## src/rtl/retire_trace_monitor.sv

```systemverilog
// Retire trace monitor: buffers retired PCs in a show-ahead FIFO, counts retirements, and flags
// program end on a self-loop. Optional PC range checking is enabled by defining PC_RANGE_CHECK_EN.
module retire_trace_monitor #(
    parameter int unsigned DEPTH       = 16,
    parameter int unsigned HALT_CYCLES = 8,
    parameter logic [31:0] PC_LO       = 32'h0000_0000,
    parameter logic [31:0] PC_HI       = 32'h0000_1FFC
) (
    input  logic        i_clk,
    input  logic        i_reset,
    input  logic        i_insn_vld,
    input  logic [31:0] i_pc_debug,
    input  logic        i_rd_en,
    output logic        o_rd_vld,
    output logic [31:0] o_rd_pc,
    output logic        o_full,
    output logic        o_overflow,
    output logic [31:0] o_retire_cnt,
    output logic        o_halt,
    output logic        o_pc_err
);

    localparam int unsigned AW = $clog2(DEPTH);
    localparam int unsigned PW = AW + 1;
    localparam int unsigned RW = $clog2(HALT_CYCLES + 1);
    localparam logic [RW-1:0] HALT_MATCH = RW'(HALT_CYCLES);

    typedef enum logic [1:0] {
        ST_IDLE   = 2'd0,
        ST_RUN    = 2'd1,
        ST_HALTED = 2'd2
    } state_t;

    state_t         state_r;
    state_t         state_next_s;
    logic [31:0]    mem_r [DEPTH];
    logic [PW-1:0]  wr_ptr_r;
    logic [PW-1:0]  rd_ptr_r;
    logic [RW-1:0]  run_cnt_r;
    logic [RW-1:0]  run_next_s;
    logic [31:0]    last_pc_r;
    logic           overflow_r;
    logic           halt_r;
    logic           pc_err_r;
    logic [31:0]    retire_cnt_r;
    logic           accept_s;
    logic           empty_s;
    logic           full_s;
    logic           pop_s;
    logic           push_s;
    logic           halt_hit_s;
    logic           pc_bad_s;
    logic           halt_set_s;
    logic           ovf_set_s;

    assign accept_s   = i_insn_vld && (state_r != ST_HALTED);
    assign empty_s    = (wr_ptr_r == rd_ptr_r);
    assign full_s     = (wr_ptr_r[AW] != rd_ptr_r[AW]) && (wr_ptr_r[AW-1:0] == rd_ptr_r[AW-1:0]);
    assign pop_s      = i_rd_en && !empty_s;
    assign push_s     = accept_s && (!full_s || pop_s);
    assign run_next_s = ((i_pc_debug == last_pc_r) && (run_cnt_r != {RW{1'b0}}))
                        ? (run_cnt_r + {{(RW-1){1'b0}}, 1'b1}) : {{(RW-1){1'b0}}, 1'b1};
    assign halt_hit_s = accept_s && (run_next_s == HALT_MATCH);

`ifdef PC_RANGE_CHECK_EN
    assign pc_bad_s = accept_s && ((i_pc_debug < PC_LO) || (i_pc_debug > PC_HI) ||
                                   (i_pc_debug[1:0] != 2'b00));
`else
    logic pc_range_unused_s;
    assign pc_range_unused_s = ^{PC_LO, PC_HI};
    assign pc_bad_s          = 1'b0;
`endif

    // State register
    always_ff @(posedge i_clk) begin
        if (i_reset) begin
            state_r <= ST_IDLE;
        end else begin
            state_r <= state_next_s;
        end
    end

    // Next-state logic; an out-of-range first retire may halt straight from IDLE
    always_comb begin
        state_next_s = state_r;
        case (state_r)
            ST_IDLE: begin
                if (pc_bad_s) begin
                    state_next_s = ST_HALTED;
                end else if (accept_s) begin
                    state_next_s = ST_RUN;
                end else begin
                    state_next_s = ST_IDLE;
                end
            end
            ST_RUN: begin
                if (halt_hit_s || pc_bad_s) begin
                    state_next_s = ST_HALTED;
                end else begin
                    state_next_s = ST_RUN;
                end
            end
            ST_HALTED: state_next_s = ST_HALTED;
            default:   state_next_s = ST_IDLE;
        endcase
    end

    // Output strobes that set the sticky status flags
    always_comb begin
        halt_set_s = 1'b0;
        ovf_set_s  = 1'b0;
        case (state_r)
            ST_IDLE, ST_RUN: begin
                halt_set_s = halt_hit_s || pc_bad_s;
                ovf_set_s  = accept_s && full_s && !pop_s;
            end
            ST_HALTED: begin
                halt_set_s = 1'b0;
                ovf_set_s  = 1'b0;
            end
            default: begin
                halt_set_s = 1'b0;
                ovf_set_s  = 1'b0;
            end
        endcase
    end

    // FIFO storage; stale contents are harmless because pointers reset
    always_ff @(posedge i_clk) begin
        if (push_s && !i_reset) begin
            mem_r[wr_ptr_r[AW-1:0]] <= i_pc_debug;
        end
    end

    // FIFO pointers, run tracking, counters and sticky flags
    always_ff @(posedge i_clk) begin
        if (i_reset) begin
            wr_ptr_r     <= {PW{1'b0}};
            rd_ptr_r     <= {PW{1'b0}};
            run_cnt_r    <= {RW{1'b0}};
            last_pc_r    <= 32'h0000_0000;
            retire_cnt_r <= 32'h0000_0000;
            overflow_r   <= 1'b0;
            halt_r       <= 1'b0;
            pc_err_r     <= 1'b0;
        end else begin
            if (push_s) begin
                wr_ptr_r <= wr_ptr_r + {{(PW-1){1'b0}}, 1'b1};
            end
            if (pop_s) begin
                rd_ptr_r <= rd_ptr_r + {{(PW-1){1'b0}}, 1'b1};
            end
            if (accept_s) begin
                run_cnt_r <= run_next_s;
                last_pc_r <= i_pc_debug;
                if (retire_cnt_r != 32'hFFFF_FFFF) begin
                    retire_cnt_r <= retire_cnt_r + 32'h0000_0001;
                end
            end
            if (ovf_set_s) begin
                overflow_r <= 1'b1;
            end
            if (halt_set_s) begin
                halt_r <= 1'b1;
            end
            if (pc_bad_s) begin
                pc_err_r <= 1'b1;
            end
        end
    end

    assign o_rd_vld     = !empty_s;
    assign o_rd_pc      = empty_s ? 32'h0000_0000 : mem_r[rd_ptr_r[AW-1:0]];
    assign o_full       = full_s;
    assign o_overflow   = overflow_r;
    assign o_retire_cnt = retire_cnt_r;
    assign o_halt       = halt_r;
    assign o_pc_err     = pc_err_r;

endmodule

```

## config.mk

```make
export PLATFORM = sky130hd
export DESIGN_NAME = retire_trace_monitor
export DESIGN_NICKNAME = d
export VERILOG_FILES = /design/src/rtl/retire_trace_monitor.sv
export SDC_FILE = /design/constraint.sdc
export NUM_CORES = 1
export LEC_CHECK = 0
export CAP_MARGIN = 20
export CORE_UTILIZATION = 45
export DETAILED_ROUTE_END_ITERATION = 10
export DONT_BUFFER_PORTS = 1
export PLACE_DENSITY = 0.59
export REMOVE_ABC_BUFFERS = 1
export SYNTH_ARGS = -nofsm -noshare
export SYNTH_HDL_FRONTEND = slang
export SYNTH_SLANG_ARGS = --single-unit
```

## constraint.sdc

```tcl
create_clock -name i_clk -period 6.2 [get_ports i_clk]
set_input_delay 0.93 -clock i_clk [delete_from_list [all_inputs] [get_ports i_clk]]
set_output_delay 0.93 -clock i_clk [all_outputs]
set_load 0.01 [all_outputs]
```

==> impl_metrics.py <==
metrics = {
    "synthesis": {
        "yosys-top-cells-area": "edfxtp_1, mux4_2, dfxtp_1",
        "syn_inst": 1251,
        "async_flop_share": 0,
        "synth-edff-count": 512,
        "synth_seq_cells": 598,
        "synth.avg_cell_area_sq_um": 18.8,
        "syn_area_sq_um": 23500,
        "ys_seq_area_frac": 0.728,
        "yosysWarnings": 0,
        "netlist-cell-type-count": 44,
        "synth_ff_type": "edfxtp_1",
        "synth_top_cell_by_area": "edfxtp_1",
        "synth_top_cell_area_share": 0.655,
    },
    "cells_and_area": {
        "drive_gt1_frac": 0.226,
        "utilization": 0.513,
        "fin_cells": 2006,
        "insertedDiodeCount": 0,
        "n_fill_cell": 4092,
        "syn_to_final_growth_pct": 12.4,
        "nets": 1322,
        "final_cell_mix": "edfxtp_1, mux4_2, nand2_1",
        "layout_commonest_cell": "edfxtp_1",
    },
    "place": {
        "place.gp.congestion": 0.777,
        "dp.cells": 1896,
        "portBuffers": 0,
        "hpwl_um": 28700,
    },
    "floorplan": {
        "rows": 83,
        "initial_utilization": 0.457,
        "core_sq_um": 51400,
        "io-pin-count": 105,
        "die_h_um": 230,
        "fp.dieW_um": 230,
        "die_area_sq_um": 53100,
    },
    "clock_tree": {
        "post_cts_buffers": 0,
        "root_buffer": "clkbuf_16",
        "cts_htree_levels": 2,
        "clkTransAtPathRegs_ns": 0.06,
        "hold_buffers": 0,
        "cts.sinks": 598,
        "cts_tree": "yes",
        "cts_resized": 0,
        "cts_buffer_depth": 3,
        "clk_latency_ns": 0.62,
        "cts_buffers": 60,
    },
    "critical_path": {
        "crit_family": "multiplexers",
        "path_cells": "buf_12, mux4_2, mux4_2, and2_1",
        "cpMostUsedCell": "mux4_2",
        "crit_fanout": 56,
        "crit_buf_inv": 1,
        "cp.depth": 4,
        "startpoint_type": "register",
        "cpMaxStageDelayCell": "dfxtp_4",
        "critPathRequiredTime_ns": 5.27,
        "cp.arrival_ns": 3.27,
        "cp-end-kind": "primary output",
        "cpPeakStageDelay_ns": 0.82,
        "rr_worst_depth": 7,
        "crit_type": "register to primary output",
    },
    "routing": {
        "vias_per_cell": 5.72,
        "ant_nets": 0,
        "num_vias": 11475,
        "drt_wl_total_um": 52000,
        "drt_iter0_markers": 912,
        "firstDrtPassIters": 5,
        "drc": 0,
        "wire_per_inst_um": 25.9,
    },
    "sta": {
        "rsz0062_at_grt": "false",
        "hold_violations": 0,
        "finalClockSkew_ns": 0.0136,
        "slew_headroom": 0.284,
        "min_period_ns": 4.20,
        "max_slew.worst_pin.slew_ns": 1.07,
        "final_max_slew_viol_count": 0,
        "min_period_over_period": 0.677,
        "fmax_ghz": 0.238,
        "finalSetupViolations": 0,
    },
    "global_route": {
        "antenna_found_initial": 0,
        "grt_usage": 0.199,
        "grt_max_degree": 85,
        "grt_pass1_wl_um": 77300,
        "grt_pass1_vias": 11760,
        "grt.overflow.total": 0,
    },
    "power": {
        "powerDensity_nw_per_um2": 335,
        "leakagePower_nw": 8.13,
        "peakVddDrop_mv": 0.215,
    },
    "run": {
        "maxCapViolations": 0,
    },
    "worst_hold_path": {
        "hold_class": "primary input to register",
        "holdPathStages": 1,
    },
    "run_status": {
        "run_status": "finished clean",
    },
}
## synthesized netlist by cell type (all sizes together), types with 3 or more instances
master / count
nand3b: 4
dfxtp: 86
a21oi: 40
edfxtp: 512
xor2: 51
nand2b: 3
clkbuf: 37
and4: 4
ha: 8
nand3: 22
nand4: 20
nor4: 12
mux4: 160
buf: 25
nor3: 15
and3: 5
xnor2: 22
inv: 8
a31oi: 4
nand2: 85
or3: 5
and2: 34
nor2: 67
o21ai: 5
## power by group
part	total, mW	internal [mW]	leakage [nW]	switching [mW]
combinational	0.817	0.426	1.88	0.391
clock	3.55	2.07	0.935	1.48
sequential	4.47	4.41	5.32	0.0616
total	8.83	6.90	8.13	1.93
## path summary, 6_finish.rpt
| check | from | end | slack (ns) |
|---|---|---|---|
| setup reg to reg | wr_ptr_r[2]$_SDFFE_PP0P_ | mem_r[8][21]$_DFFE_PP_ | 2.91 |
| setup / recovery | register | o_rd_pc[6] | 2.00 |
| hold reg to reg | last_pc_r[18]$_SDFFE_PP0P_ | last_pc_r[18]$_SDFFE_PP0P_ | 0.46 |
| hold / removal | i_reset | o_retire_cnt[26]$_SDFFE_PP0P_ | 0.39 |
## metal layers
metal | vias up | GRT usage | part of all wire
met5 | - | 0 | 0
met4 | 0 | 0.0602 | 0.023
met3 | 70 | 0.0398 | 0.058
li1 | 5018 | - | -
met2 | 327 | 0.316 | 0.48
met1 | 6060 | 0.279 | 0.44
## logic make-up (layout without fill, tap and decap cells)
| logic type | Yosys count | count (layout) | share of synthesized area |
|---|---|---|---|
| DFF | 598 | 598 | 0.728 |
| and+or+nand+nor | 285 | 285 | 0.0603 |
| muxes | 162 | 162 | 0.154 |
| xor gates and xnor gates | 73 | 73 | 0.0272 |
| buffers and inverters | 70 | 145 | 0.0128 |
| AOI/OAI and AO/OA | 54 | 54 | 0.0123 |
| adders and majority gates | 8 | 8 | 0.00427 |
| other | 1 | 1 | 0.000160 |
## flip-flops by register name, summed over array words and instances, names as in the netlist, named ones only
register,flops
state_r,2
o_retire_cnt,32
o_halt,1
rd_ptr_r,5
mem_r,512
last_pc_r,32
wr_ptr_r,5
o_overflow,1
run_cnt_r,4
## through the flow
| stage | setup WS (ns) | setup TNS [ns] | hold slack (ns) | area, sq um | total power, mW |
|---|---|---|---|---|---|
| floorplan | -1.33 | -42.44 | 0.442 | 23200 | 5.27 |
| CTS | 1.91 | 0 | 0.354 | 26400 | 8.95 |
| global placement | 2.56 | 0 | 0.449 | 24400 | 5.39 |
| global route | 1.82 | 0 | 0.366 | 26400 | 9.13 |
| detailed placement | 2.57 | 0 | 0.454 | 24500 | 5.40 |
| finish | 2.00 | 0 | 0.385 | 26400 | 8.83 |
## area by class of cell
class / count / area (sq um) / area share
clock buffers: 84 / 1660 / 0.0630
repair buffers: 27 / 290 / 0.0110
inverters: 8 / 30.0 / 0.00114
well taps: 680 / 851 / 0.0322
multi-input cells: 583 / 6190 / 0.234
clock inverters: 26 / 263 / 0.00996
flip-flops and latches: 598 / 17100 / 0.648
Note: power is estimated with default switching activity, not from simulation.
